<file path="src/rtl/gf_pow_ctrl_if.sv">
// gf_pow_ctrl_if: request/response bundle between operand logic and gf_pow_ctrl.
//   start  : request strobe (sampled only while the controller is idle)
//   inv    : inverse mode, forces exponent 254
//   base   : 8-bit operand
//   exp    : 8-bit exponent
//   poly   : low byte of the field polynomial (x^8 implicit)
//   busy   : high during the 16 compute cycles
//   done   : one-cycle strobe when result becomes valid
//   result : base^exp, held until the next accepted request
interface gf_pow_ctrl_if;
  logic       start;
  logic       inv;
  logic [7:0] base;
  logic [7:0] exp;
  logic [7:0] poly;
  logic       busy;
  logic       done;
  logic [7:0] result;

  modport master (
    output start, inv, base, exp, poly,
    input  busy, done, result
  );

  modport slave (
    input  start, inv, base, exp, poly,
    output busy, done, result
  );
endinterface

</file>
<file path="src/rtl/gf_pow_ctrl.sv">
// gf_pow_ctrl: sequential GF(2^8) exponentiation (base^exp mod poly) using one
// shared combinational multiplier and left-to-right square-and-multiply.
// Inverse mode computes base^254. Fixed 17-cycle request-to-result latency.
//   clk   : rising-edge clock
//   rst_n : asynchronous active-low reset
//   bus   : gf_pow_ctrl_if.slave (start/inv/base/exp/poly in, busy/done/result out)
module gf_pow_ctrl (
  input  logic          clk,
  input  logic          rst_n,
  gf_pow_ctrl_if.slave  bus
);

  localparam int unsigned W       = 8;
  localparam int unsigned KW      = 3;
  localparam int unsigned INV_EXP = 254;

  typedef enum logic [1:0] {
    S_IDLE = 2'd0,
    S_SQR  = 2'd1,
    S_MUL  = 2'd2,
    S_DONE = 2'd3
  } state_t;

  state_t        state;
  logic [W-1:0]  r;
  logic [W-1:0]  base_q;
  logic [W-1:0]  exp_q;
  logic [W-1:0]  poly_q;
  logic [KW-1:0] k;
  logic          busy_q;
  logic          done_q;
  logic [W-1:0]  result_q;

  logic [W-1:0]  mul_b;
  logic [W-1:0]  mul_out;

  // Squaring uses (r, r); the multiply step uses (r, base_q).
  assign mul_b = (state == S_MUL) ? base_q : r;

  galoisadd u_mul (
    .a   (r),
    .b   (mul_b),
    .i   (poly_q),
    .out (mul_out)
  );

  // Control FSM with all datapath and output registers.
  always_ff @(posedge clk or negedge rst_n) begin
    if (!rst_n) begin
      state    <= S_IDLE;
      r        <= '0;
      base_q   <= '0;
      exp_q    <= '0;
      poly_q   <= '0;
      k        <= '0;
      busy_q   <= 1'b0;
      done_q   <= 1'b0;
      result_q <= '0;
    end else begin
      done_q <= 1'b0;
      case (state)
        S_IDLE: begin
          if (bus.start) begin
            base_q <= bus.base;
            poly_q <= bus.poly;
            exp_q  <= bus.inv ? W'(INV_EXP) : bus.exp;
            r      <= W'(1);
            k      <= KW'(7);
            busy_q <= 1'b1;
            state  <= S_SQR;
          end
        end
        S_SQR: begin
          r     <= mul_out;
          state <= S_MUL;
        end
        S_MUL: begin
          // The cycle is spent even for a zero bit so latency is data-independent.
          if (exp_q[k]) begin
            r <= mul_out;
          end
          if (k == KW'(0)) begin
            busy_q <= 1'b0;
            state  <= S_DONE;
          end else begin
            k     <= k - KW'(1);
            state <= S_SQR;
          end
        end
        S_DONE: begin
          result_q <= r;
          done_q   <= 1'b1;
          state    <= S_IDLE;
        end
        default: begin
          state <= S_IDLE;
        end
      endcase
    end
  end

  assign bus.busy   = busy_q;
  assign bus.done   = done_q;
  assign bus.result = result_q;

endmodule

// galoisadd: combinational GF(2^8) multiply, out = a*b mod (x^8 + i).
module galoisadd (
  input  logic [7:0] a,
  input  logic [7:0] b,
  input  logic [7:0] i,
  output logic [7:0] out
);

  // Shift-and-add: accumulate a*x^j for each set bit of b, reducing as we shift.
  always_comb begin
    logic [7:0] acc;
    logic [7:0] sh;
    acc = 8'h00;
    sh  = a;
    for (int j = 0; j < 8; j++) begin
      if (b[j]) begin
        acc = acc ^ sh;
      end
      sh = {sh[6:0], 1'b0} ^ (sh[7] ? i : 8'h00);
    end
    out = acc;
  end

endmodule

</file>
<file path="src/flat_wrapper.sv">
// flat-port wrapper written by rule: the top's interface ports become plain ports
module gf_pow_ctrl_flat 
  (clk, rst_n, bus_start, bus_inv, bus_base, bus_exp, bus_poly, bus_busy, bus_done, bus_result);
  gf_pow_ctrl_if bus_i ();
  input  logic clk;
  input  logic rst_n;
  input wire logic [$bits(bus_i.start)-1:0] bus_start;
  input wire logic [$bits(bus_i.inv)-1:0] bus_inv;
  input wire logic [$bits(bus_i.base)-1:0] bus_base;
  input wire logic [$bits(bus_i.exp)-1:0] bus_exp;
  input wire logic [$bits(bus_i.poly)-1:0] bus_poly;
  output wire logic [$bits(bus_i.busy)-1:0] bus_busy;
  output wire logic [$bits(bus_i.done)-1:0] bus_done;
  output wire logic [$bits(bus_i.result)-1:0] bus_result;
  assign bus_i.start = bus_start;
  assign bus_i.inv = bus_inv;
  assign bus_i.base = bus_base;
  assign bus_i.exp = bus_exp;
  assign bus_i.poly = bus_poly;
  assign bus_busy = bus_i.busy;
  assign bus_done = bus_i.done;
  assign bus_result = bus_i.result;
  gf_pow_ctrl u_core (.clk(clk), .rst_n(rst_n), .bus(bus_i));
endmodule
</file>
<file path="config.mk">
export PLATFORM = sky130hd
export DESIGN_NAME = gf_pow_ctrl_flat
export DESIGN_NICKNAME = d
export VERILOG_FILES = /design/src/rtl/gf_pow_ctrl_if.sv /design/src/rtl/gf_pow_ctrl.sv /design/src/flat_wrapper.sv
export SDC_FILE = /design/constraint.sdc
export NUM_CORES = 1
export LEC_CHECK = 0
export BUFFER_PORTS_ARGS = -buffer_cell sky130_fd_sc_hd__buf_2
export CAP_MARGIN = 20
export CORE_MARGIN = 4
export CORE_UTILIZATION = 55
export CTS_BUF_LIST = sky130_fd_sc_hd__clkbuf_8
export DETAILED_ROUTE_END_ITERATION = 12
export GPL_TIMING_DRIVEN = 0
export HOLD_SLACK_MARGIN = 0.1
export PLACE_DENSITY = 0.8
export SLEW_MARGIN = 30
export SYNTH_ARGS = -nofsm -noshare
export SYNTH_HDL_FRONTEND = slang
export SYNTH_SLANG_ARGS = --single-unit
</file>
<file path="constraint.sdc">
create_clock -name clk -period 4.5 [get_ports clk]
set_clock_uncertainty 0.05 [all_clocks]
set_input_delay 0 -clock clk [delete_from_list [all_inputs] [get_ports clk]]
set_output_delay 0 -clock clk [all_outputs]
set_load 0.005 [all_outputs]
</file>
==> results.txt <==
----------------------------------------------------
[Yosys]
  Synth Area in Compound Gates ... 0.180
  Library cells used by synthesis ... 66
  Synthesized net count ... 593
  Synth Area in XOR/XNOR ... 0.206
  Yosys warning total ... 0
  Synth Instances ... 558
  Fraction of registers with async set or reset after synthesis ... 1.00
  Post-synthesis sequential element count ... 47
  Most instantiated flip-flop cell in the synthesis netlist ... dfrtp_1
  Proportion of synthesized chip area in sequential cells ... 0.251
  Average instance area after synthesis ... 8.40 um2
  Adder-cell share of the synthesized area ... 0.0187
  Simple-gate portion of the synthesized area ... 0.193
  Leading area contributor after synthesis ... dfrtp_1
  Multiplexer fraction of the synthesized cell area ... 0.100
  Most used standard cell by instance count after synthesis ... nand2_1
  Most frequent cells after synthesis ... nand2_1, xnor2_1, nor2_1, dfrtp_1, o21ai_0
  Netlist Area Pre-Place ... roughly 4700 um2
  Number of enable flip-flop cells after synthesis ... 0
  Dominant combinational cell family by area after synthesis ... XOR/XNOR gates
  Ranking of synthesized cells by area ... dfrtp_1, xnor2_1, mux2_2
  Yosys top cell area share ... 0.251

[Timing]
  Minimum period implied by the final worst setup slack ... 4.15 ns
  Portion of the clock cycle consumed by the worst path in the final layout ... 0.922
  Slew at the pin closest to its max-slew limit ... 0.925 ns
  Unrepaired setup endpoints after global routing ... false
  Worst-case setup margin in the final layout ... 0.352 ns
  Final Max Slew Viols ... 0
  Hold Vio Cnt, Final ... 0
  Relative max-transition margin ... 0.378
  Peak Freq ... 0.241 GHz
  Post-Route Setup TNS ... 0 ns
  Setup-failing EPs final ... 0

[Final layout]
  Net total in the final layout ... 669
  Share of layout cells above drive strength 1 ... 0.156
  Number of fill cells ... about 670
  Growth of design area from synthesis to finish ... 16.5%
  Count of inserted antenna diode cells ... 0

[Drt]
  Post-detailed-route DRC marker count ... 0
  Post-route ant nets ... 0
  Vias per cell ... 6.09
  Routed via count ... 4508
  Total length of routed wires ... ~14000 um
  Average wire length per cell after detail routing ... 18.4 um
  Drt first-iter violations ... around 430
  First-pass DRT Iterations ... 5

[Floorplanning]
  Floorplan die height ... 100 um
  Starting utilization of the core area ... 0.567
  Rows ... 33
  Placeable Area ... 8260 um2
  Io pins ... 38
  Width of the die ... 100 um
  Full die area ... 10100 um2

[Setup path]
  Element type at the critical path start ... flip-flop
  Worst flop-to-flop path startpoint ... u_core.poly_q[7]$_DFFE_PN0P_
  Worst endpoint required time ... 4.63 ns
  Endpoint kind of the worst setup timing path ... flip-flop
  Critical path origin ... u_core.poly_q[7]$_DFFE_PN0P_
  CP max FO ... 10
  Critical Setup Path Class ... reg -> reg
  CP arrival ... between 4 and 5 ns

[Global routing]
  Global-route wire length before repair ... 21800 um
  Largest net degree at the start of global routing ... 48
  Vias in the first global route ... about 4300
  Antenna violations before repair ... 0
  GR Overflow Total ... 0
  Gr usage total ... 0.273

[Placement]
  Placer congestion estimate ... between 0.9 and 1
  Setup Slack @ Placement ... about 0.43 ns
  Post-DP HPWL ... 9840 um
  Port-buffer cells ... 36

[CTS]
  Clock tree from TritonCTS ... done
  Number of clock buffers inserted by TritonCTS ... 5
  Number of sinks driven by the clock tree ... 47
  Max Buffers Root-to-Sink ... 2
  CTS Root Cell ... clkbuf_8
  Clock-pin slew reported for the worst setup and hold paths after clock tree synthesis ... 0.10 ns
  Deepest level of the CTS H-tree ... 2
  # Post-CTS Setup Buffers ... 0
  Clock latency reported for the late side of the worst-skew pair ... slightly above 0.3 ns

[Outcome]
  Run status ... completed

[Run]
  Reported max-cap violation count ... 0

[Min path]
  Class of the most critical hold timing path ... in -> async

----------------------------------------------------
==> critical path: stages (launching register included) <==
cell and delay (ns):
dfrtp_1 0.45, buf_4 0.19, o21a_1 0.18, o32ai_1 0.43
o21ai_0 0.23, and2_1 0.19, buf_2 0.16, or4_4 0.56
and2_4 0.18, buf_6 0.13, nand2_4 0.07, xnor3_1 0.34
nor2_1 0.11, xnor3_1 0.41, xnor2_1 0.23, o21ai_1 0.11
==> worst paths after layout <==
check / cells after the start / endpoint / slack, ns
min in group clk: 3 / u_core.exp_q[0]$_DFFE_PN0P_ / 0.18
worst min register to register: 2 / u_core.exp_q[0]$_DFFE_PN0P_ / 0.46
worst max-delay path: 15 / u_core.r[3]$_DFFE_PN0P_ / 0.35
worst min-delay path: 2 / u_core.bus.done$_DFF_PN0_ / 0.18
worst max register to register: 15 / u_core.r[3]$_DFFE_PN0P_ / 0.35
max in group asynchronous: 2 / u_core.bus.result[7]$_DFFE_PN0P_ / 3.81
==> cells by family (layout without fill, tap and decap cells) <==
group / after synthesis / after routing
muxes: 41 / 41
AOI/OAI and AO/OA: 122 / 122
xor gates and xnor gates: 93 / 93
buffers and inverters: 55 / 132
adders and majority gates: 7 / 7
and+or+nand+nor: 193 / 193
DFF: 47 / 47
==> metal layers <==
layer / track usage / up-vias / wire length, um
met5: 0 / - / 0
met4: 0.0829 / 0 / 297
met3: 0.0417 / 33 / 1250
met2: 0.444 / 248 / 6480
met1: 0.375 / 2135 / 5590
li1: - / 2092 / -
==> metrics by stage <==
step / instance area, um2 / instances / utilization / hold WS, ns
floorplan: 4690 / 558 / - / -0.346
global placement: 5000 / 699 / 0.605 / 0.180
detailed placement: 5000 / 699 / 0.605 / -0.00671
CTS: 5450 / 740 / 0.660 / 0.162
global route: 5460 / 740 / 0.661 / 0.226
finish: 5460 / 740 / 0.661 / 0.175
==> sequential cells by signal (all words and copies together) (netlist names) <==
| register | cells |
|---|---|
| u_core.base_q | 8 |
| u_core.bus.busy | 1 |
| u_core.bus.done | 1 |
| u_core.bus.result | 8 |
| u_core.exp_q | 8 |
| u_core.k | 3 |
| u_core.poly_q | 8 |
| u_core.r | 8 |
| u_core.state | 2 |
==> cells in the final DEF (no fill, tap or decap), types with 4 or more instances in the layout <==
cell           Yosys  routed
xnor2_1           60      60
nand3_1           10      10
buf_4              4       5
ha_1               7       7
mux2i_1           11      11
clkbuf_8           0       6
buf_2              9      44
nor3_1            12      12
nor2b_1            6       6
o21ai_1            9       9
nor3b_1            4       4
a211oi_1           6       6
inv_1             16      16
nor2_1            48      48
and2_1             5       5
dfrtp_1           47      47
a21oi_1           20      20
clkbuf_1          18      18
xor2_1            22      22
nand2_1           80      80
xnor3_1            9       9
buf_1              6       6
o21ai_0           34      34
o21a_1             6       6
dlygate4sd3_1      0      33
a2111o_1           4       4
and3_1             6       6
mux2_2            28      28
or3_1              5       5
==> layout make-up <==
cell class	instances	area, um2	area share
clock inverters	2	38.8	0.00711
well taps	105	131	0.0241
repair buffers	69	513	0.0940
flip-flops and latches	47	1180	0.215
plain buffers	38	176	0.0323
clock buffers	6	82.6	0.0151
multi-input cells	456	3280	0.600
inverters	17	63.8	0.0117
==> what timing repair did <==
action / CTS / global route
hold buffers: 33 / 0
hold endpoints to repair: 74 / 0
gates resized for setup: 0 / 0
Power is left out: the tool's default activity adds up to more than one toggle a clock period on the data nets, which glitch-free logic cannot reach.
